`src/rtl/image_writer_if.sv`:
```
// Pixel-stream and image-memory write bus for image_writer.
// master: pixel source / memory observer side.
// slave : the writer itself.
interface image_writer_if #(
  parameter int DATA_WIDTH   = 16,
  parameter int IMAGE_WIDTH  = 8,
  parameter int IMAGE_HEIGHT = 8
);
  localparam int PIXELS = IMAGE_WIDTH * IMAGE_HEIGHT;
  // A 1x1 frame still needs a one-bit address bus.
  localparam int ADDR_W = (PIXELS > 1) ? $clog2(PIXELS) : 1;

  logic                  in_valid;
  logic [DATA_WIDTH-1:0] in_data;
  logic                  in_ready;
  logic                  mem_we;
  logic [ADDR_W-1:0]     mem_addr;
  logic [DATA_WIDTH-1:0] mem_wdata;

  modport master (
    output in_valid,
    output in_data,
    input  in_ready,
    input  mem_we,
    input  mem_addr,
    input  mem_wdata
  );

  modport slave (
    input  in_valid,
    input  in_data,
    output in_ready,
    output mem_we,
    output mem_addr,
    output mem_wdata
  );
endinterface

```
`src/rtl/image_writer.sv`:
```
// image_writer: accepts one frame of row-major pixels on a valid/ready
// stream and writes pixel k to image memory address k, one cycle after
// acceptance. Pulses row_done on the last pixel of each row and done on
// the final write of the frame.
// Optional feature: define IMAGE_WRITER_CHECKSUM_EN to enable the
// modulo-2^DATA_WIDTH frame checksum; otherwise checksum is tied to 0.
module image_writer #(
  parameter int DATA_WIDTH   = 16,
  parameter int IMAGE_WIDTH  = 8,
  parameter int IMAGE_HEIGHT = 8
) (
  input  logic                  clk,
  input  logic                  reset,
  input  logic                  start,
  input  logic                  abort,
  image_writer_if.slave         bus,
  output logic                  busy,
  output logic                  row_done,
  output logic                  done,
  output logic [DATA_WIDTH-1:0] checksum
);

  localparam int PIXELS = IMAGE_WIDTH * IMAGE_HEIGHT;
  localparam int ADDR_W = (PIXELS > 1) ? $clog2(PIXELS) : 1;
  localparam int COL_W  = (IMAGE_WIDTH > 1) ? $clog2(IMAGE_WIDTH) : 1;

  localparam logic [ADDR_W-1:0] LAST_ADDR = ADDR_W'(PIXELS - 1);
  localparam logic [COL_W-1:0]  LAST_COL  = COL_W'(IMAGE_WIDTH - 1);

  typedef enum logic [1:0] {
    S_IDLE = 2'd0,
    S_LOAD = 2'd1,
    S_DONE = 2'd2
  } state_t;

  state_t                state_q, state_d;
  logic [ADDR_W-1:0]     addr_q, addr_d;
  logic [COL_W-1:0]      col_q, col_d;
  logic                  we_q, we_d;
  logic [ADDR_W-1:0]     waddr_q, waddr_d;
  logic [DATA_WIDTH-1:0] wdata_q, wdata_d;
  logic                  row_done_q, row_done_d;

  logic ready;
  logic accept;
  logic frame_start;

  // Handshake: ready only while loading and not being cancelled.
  assign ready       = (state_q == S_LOAD) && !abort;
  assign accept      = ready && bus.in_valid;
  // abort wins over start when both arrive in IDLE.
  assign frame_start = (state_q == S_IDLE) && start && !abort;

  assign bus.in_ready  = ready;
  assign bus.mem_we    = we_q;
  assign bus.mem_addr  = waddr_q;
  assign bus.mem_wdata = wdata_q;
  assign busy          = (state_q == S_LOAD);
  // The final write lands in the DONE cycle, so done coincides with it.
  assign done          = (state_q == S_DONE);
  assign row_done      = row_done_q;

  // Next-state, counter and write-port logic.
  always_comb begin
    state_d    = state_q;
    addr_d     = addr_q;
    col_d      = col_q;
    we_d       = 1'b0;
    waddr_d    = waddr_q;
    wdata_d    = wdata_q;
    row_done_d = 1'b0;

    unique case (state_q)
      S_IDLE: begin
        if (frame_start) begin
          state_d = S_LOAD;
          addr_d  = '0;
          col_d   = '0;
        end
      end

      S_LOAD: begin
        if (abort) begin
          // Partial frame is dropped; a write registered last cycle still
          // goes out because we_q is not touched here.
          state_d = S_IDLE;
          addr_d  = '0;
          col_d   = '0;
        end else if (accept) begin
          we_d       = 1'b1;
          waddr_d    = addr_q;
          wdata_d    = bus.in_data;
          row_done_d = (col_q == LAST_COL);
          addr_d     = (addr_q == LAST_ADDR) ? '0 : addr_q + 1'b1;
          col_d      = (col_q == LAST_COL) ? '0 : col_q + 1'b1;
          if (addr_q == LAST_ADDR) begin
            state_d = S_DONE;
          end
        end
      end

      S_DONE: begin
        state_d = S_IDLE;
      end

      default: begin
        state_d = S_IDLE;
        addr_d  = '0;
        col_d   = '0;
      end
    endcase
  end

  // State, counters and registered memory write port.
  always_ff @(posedge clk or negedge reset) begin
    if (!reset) begin
      state_q    <= S_IDLE;
      addr_q     <= '0;
      col_q      <= '0;
      we_q       <= 1'b0;
      waddr_q    <= '0;
      wdata_q    <= '0;
      row_done_q <= 1'b0;
    end else begin
      state_q    <= state_d;
      addr_q     <= addr_d;
      col_q      <= col_d;
      we_q       <= we_d;
      waddr_q    <= waddr_d;
      wdata_q    <= wdata_d;
      row_done_q <= row_done_d;
    end
  end

`ifdef IMAGE_WRITER_CHECKSUM_EN
  logic [DATA_WIDTH-1:0] sum_q, sum_d;

  // Running sum of accepted pixels; cleared at frame start, held otherwise
  // so the value stays readable from done until the next start.
  always_comb begin
    sum_d = sum_q;
    if (frame_start) begin
      sum_d = '0;
    end else if (accept) begin
      sum_d = sum_q + bus.in_data;
    end
  end

  // Checksum accumulator register.
  always_ff @(posedge clk or negedge reset) begin
    if (!reset) begin
      sum_q <= '0;
    end else begin
      sum_q <= sum_d;
    end
  end

  assign checksum = sum_q;
`else
  assign checksum = '0;
`endif

endmodule

```
`src/flat_wrapper.sv`:
```
// flat-port wrapper written by rule: the top's interface ports become plain ports
module image_writer_flat 
#(
  parameter int DATA_WIDTH   = 16,
  parameter int IMAGE_WIDTH  = 8,
  parameter int IMAGE_HEIGHT = 8
)
  (clk, reset, start, abort, busy, row_done, done, checksum, bus_in_valid, bus_in_data, bus_in_ready, bus_mem_we, bus_mem_addr, bus_mem_wdata);
  image_writer_if #(.DATA_WIDTH(DATA_WIDTH), .IMAGE_WIDTH(IMAGE_WIDTH), .IMAGE_HEIGHT(IMAGE_HEIGHT)) bus_i ();
  input  logic clk;
  input  logic reset;
  input  logic start;
  input  logic abort;
  output logic busy;
  output logic row_done;
  output logic done;
  output logic [DATA_WIDTH-1:0] checksum;
  input wire logic [$bits(bus_i.in_valid)-1:0] bus_in_valid;
  input wire logic [$bits(bus_i.in_data)-1:0] bus_in_data;
  output wire logic [$bits(bus_i.in_ready)-1:0] bus_in_ready;
  output wire logic [$bits(bus_i.mem_we)-1:0] bus_mem_we;
  output wire logic [$bits(bus_i.mem_addr)-1:0] bus_mem_addr;
  output wire logic [$bits(bus_i.mem_wdata)-1:0] bus_mem_wdata;
  assign bus_i.in_valid = bus_in_valid;
  assign bus_i.in_data = bus_in_data;
  assign bus_in_ready = bus_i.in_ready;
  assign bus_mem_we = bus_i.mem_we;
  assign bus_mem_addr = bus_i.mem_addr;
  assign bus_mem_wdata = bus_i.mem_wdata;
  image_writer #(.DATA_WIDTH(DATA_WIDTH), .IMAGE_WIDTH(IMAGE_WIDTH), .IMAGE_HEIGHT(IMAGE_HEIGHT)) u_core (.clk(clk), .reset(reset), .start(start), .abort(abort), .bus(bus_i), .busy(busy), .row_done(row_done), .done(done), .checksum(checksum));
endmodule
```
`config.mk`:
```
export PLATFORM = sky130hd
export DESIGN_NAME = image_writer_flat
export DESIGN_NICKNAME = d
export VERILOG_FILES = /design/src/rtl/image_writer_if.sv /design/src/rtl/image_writer.sv /design/src/flat_wrapper.sv
export SDC_FILE = /design/constraint.sdc
export NUM_CORES = 1
export LEC_CHECK = 0
export ABC_AREA = 1
export CAP_MARGIN = 20
export CORE_ASPECT_RATIO = 2
export CORE_MARGIN = 5
export CORE_UTILIZATION = 44
export DETAILED_ROUTE_END_ITERATION = 12
export GPL_ROUTABILITY_DRIVEN = 0
export HOLD_SLACK_MARGIN = 0.08
export PLACE_DENSITY = 0.83
export SYNTH_ARGS = -nofsm -noshare
export SYNTH_HDL_FRONTEND = slang
export SYNTH_SLANG_ARGS = --single-unit
```
`constraint.sdc`:
```
create_clock -name clk -period 1.5 [get_ports clk]
set_input_delay 0.3 -clock clk [delete_from_list [all_inputs] [get_ports clk]]
set_output_delay 0.3 -clock clk [all_outputs]
set_load 0.005 [all_outputs]
```
==> results.cfg <==
[outcome]
outcome = finished, final reports clean

[clock_network]
clkLatencyLatePin_ps = 280
cts_buffers = 5
cts_tree = yes
clockBufferDepth = 2
path_clk_slew_ps = 60
cts_sinks = 35
cts_hold_buf = 0
htree_levels = 2
cts_root_buf = clkbuf_8

[yosys]
synthCells = 195
ys_seq_area_share_pct = 51.70
synth_top_family_by_area = simple AND/OR/NAND/NOR gates
ys_ff_latch = 35
yosys.area.top_type = dfrtp_1
synth_compound_area_share_pct = 3.988
synthAdderAreaFrac_pct = 2.216
synth-xor-area-share_pct = 0
synth.cell_area_um2 = 1694
synthMuxAreaShare_pct = 0
synthSimpleGateAreaFrac_pct = 28.06
synthDistinctLibCells = 25
syn_avg_cell_area_um2 = 8.688
ys_warn_count = 0
synth.area.top_cells = dfrtp_1 (52%), nand2_1 (17%), buf_4 (7.5%)
synth.top_cell.area_share_pct = 51.70

[die]
rows = 32
initial_core_util_pct = 44.54
die-area_um2 = 5266
die_width_um = 53.88
io_pins = 64
coreArea_um2 = 3804
die_h_um = 97.75

[finish]
layout_common_cells = nand2_1 (76), clkdlybuf4s50_1 (44), dfrtp_1 (35)
final_nets = 279
syn_to_final_growth_pct = 35.97
drive_gt1_share_pct = 14.06
final_cells = 307
fillers = 347
diodes = 0
stdcell_area_um2 = 2303
layout_commonest_cell = nand2_1

[worst_hold_path]
hp-class = in -> async

[job]
maxCapViolations = 0

[place]
port_buffers = 47
placed_cells = 298
hpwlAfterDp_um = 2851
dpl-instance-area_um2 = 2213

[sta]
drv_slew = 0
hold_viol = 0
fin_crit_sh_pct = 96.70
fin_crit_ps = 1451
timing.hold.ws_ps = 385.4
grt_setup_unrepaired = no
finalSetupViolations = 0
fmax_mhz = 689.4
fin_setup_tns_ps = 0
fin_skew_ps = 6.155

[critical_path]
path_delay_family = buffers and inverters
worstPathArrival_ps = 1150
cp-startpoint = u_core.bus.mem_wdata[3]
required_ps = 1200
path_class = reg -> out
crit_chain = clkdlybuf4s50_1
crit_path_top_delay_cell = clkdlybuf4s50_1
critPathMaxStageDelay_ps = 530
setup.worst_path.start_class = flip-flop
cp-end-kind = output port
rr_startpoint = u_core.state_q[0]
cp_num_buf_inv = 1
crit_fanout = 2

[global_route]
antenna_found_initial = 0
grt_max_degree = 36
grt-ovfl-total = 0
grt_pass1_vias = 1420
grtUsageTotal_pct = 15.68
grt_pass1_wl_um = 6078

[routing]
drt-pass1-iter-count = 4
vias = 1376
routed_wl_um = 3632
via_per_inst = 4.482
drt_iter0_markers = 14
wl_per_cell_um = 11.83
drc = 0
ant_nets = 0

[pwr]
ir_drop_v = 0.001063
power.density_nw_per_um2 = 1522
power.leakage_nw = 1.165
layer usage:
layer  up-vias  global-route usage [%]  wire (um)
met5         -                       0          0
met4         0                   8.071        101
met3         9                   3.206        189
met2        41                   28.22       2094
met1       637                   15.71       1246
li1        689                       -          -
stage by stage:
stage | power (W) | setup WS [ps] | utilization (%)
3_5_place_dp | 0.002900 | -246.7 | 58.19
3_3_place_gp | 0.002857 | -221.6 | 58.19
2_1_floorplan | 0.002086 | 361.4 | -
4_1_cts | 0.003578 | 11.66 | 60.79
6_report | 0.003506 | 49.48 | 60.56
5_1_grt | 0.003765 | 2.528 | 60.56
cells in the mapped netlist:
| cell | instances |
|---|---|
| inv_1 | 12 |
| inv_2 | 3 |
| nand3_4 | 1 |
| nor2_4 | 3 |
| nand2_4 | 1 |
| ha_1 | 3 |
| nand4_1 | 4 |
| clkinv_2 | 1 |
| buf_2 | 1 |
| a21oi_1 | 1 |
| nand2_1 | 78 |
| nor2_1 | 6 |
| o21bai_1 | 1 |
| nor3_1 | 1 |
| o21ai_1 | 8 |
| o21ai_0 | 3 |
| nor2_2 | 1 |
| conb_1 | 1 |
| dfrtp_1 | 35 |
| nand3_1 | 6 |
| nor3b_2 | 1 |
| nand2_2 | 3 |
| buf_6 | 3 |
| inv_4 | 1 |
| buf_4 | 17 |
path summary, 6_finish.rpt:
| kind | cells after the start | to | slack, ps |
|---|---|---|---|
| min in group clk | 2 | u_core.col_q[1] | 480 |
| max in group asynchronous | 2 | u_core.bus.mem_wdata[8] | 930 |
| worst min-delay path | 2 | u_core.bus.mem_wdata[1] | 390 |
| worst max-delay path | 1 | bus_mem_wdata[3] | 50 |
| worst min register to register | 2 | u_core.col_q[1] | 480 |
| worst max register to register | 9 | u_core.addr_q[3] | 140 |
cell type report:
cell class                 count  area (um^2)  share of cell area [%]
multi-input combinational    137        645.6                   28.03
clock inverter                 1        5.005                  0.2173
inverter                      17        70.07                   3.042
tap                           51        63.81                   2.770
clock buffer                   7        76.32                   3.313
timing repair buffer          59        566.8                   24.61
sequential                    35        875.8                   38.02
what timing repair did:
item,4_1_cts,5_1_grt
resized for setup,10,2
pin swaps,0,1
buffers inserted,2,0
endpoints found under the setup margin,3,23
state kept, by name, indices dropped and copies added, names as in the netlist:
name	count
u_core.state_q	2
u_core.addr_q	6
u_core.bus.mem_we	1
u_core.row_done	1
u_core.bus.mem_addr	6
u_core.col_q	3
u_core.bus.mem_wdata	16
cell families (layout without fill, tap and decap cells):
group / count (synthesis) / in the layout
other: 1 / 16
adder cells (fa/ha/maj): 3 / 3
AO/OA/AOI/OAI: 13 / 13
AND/OR/NAND/NOR: 105 / 105
buffers and inverters: 38 / 84
flip-flops: 35 / 35
report_power, final:
group          total (W)  switching [W]  internal [W]
clock network   0.000637       0.000311      0.000325
logic            0.00145       0.000646      0.000808
registers        0.00142       0.000169       0.00125
Power figures use the tool's default switching activity.
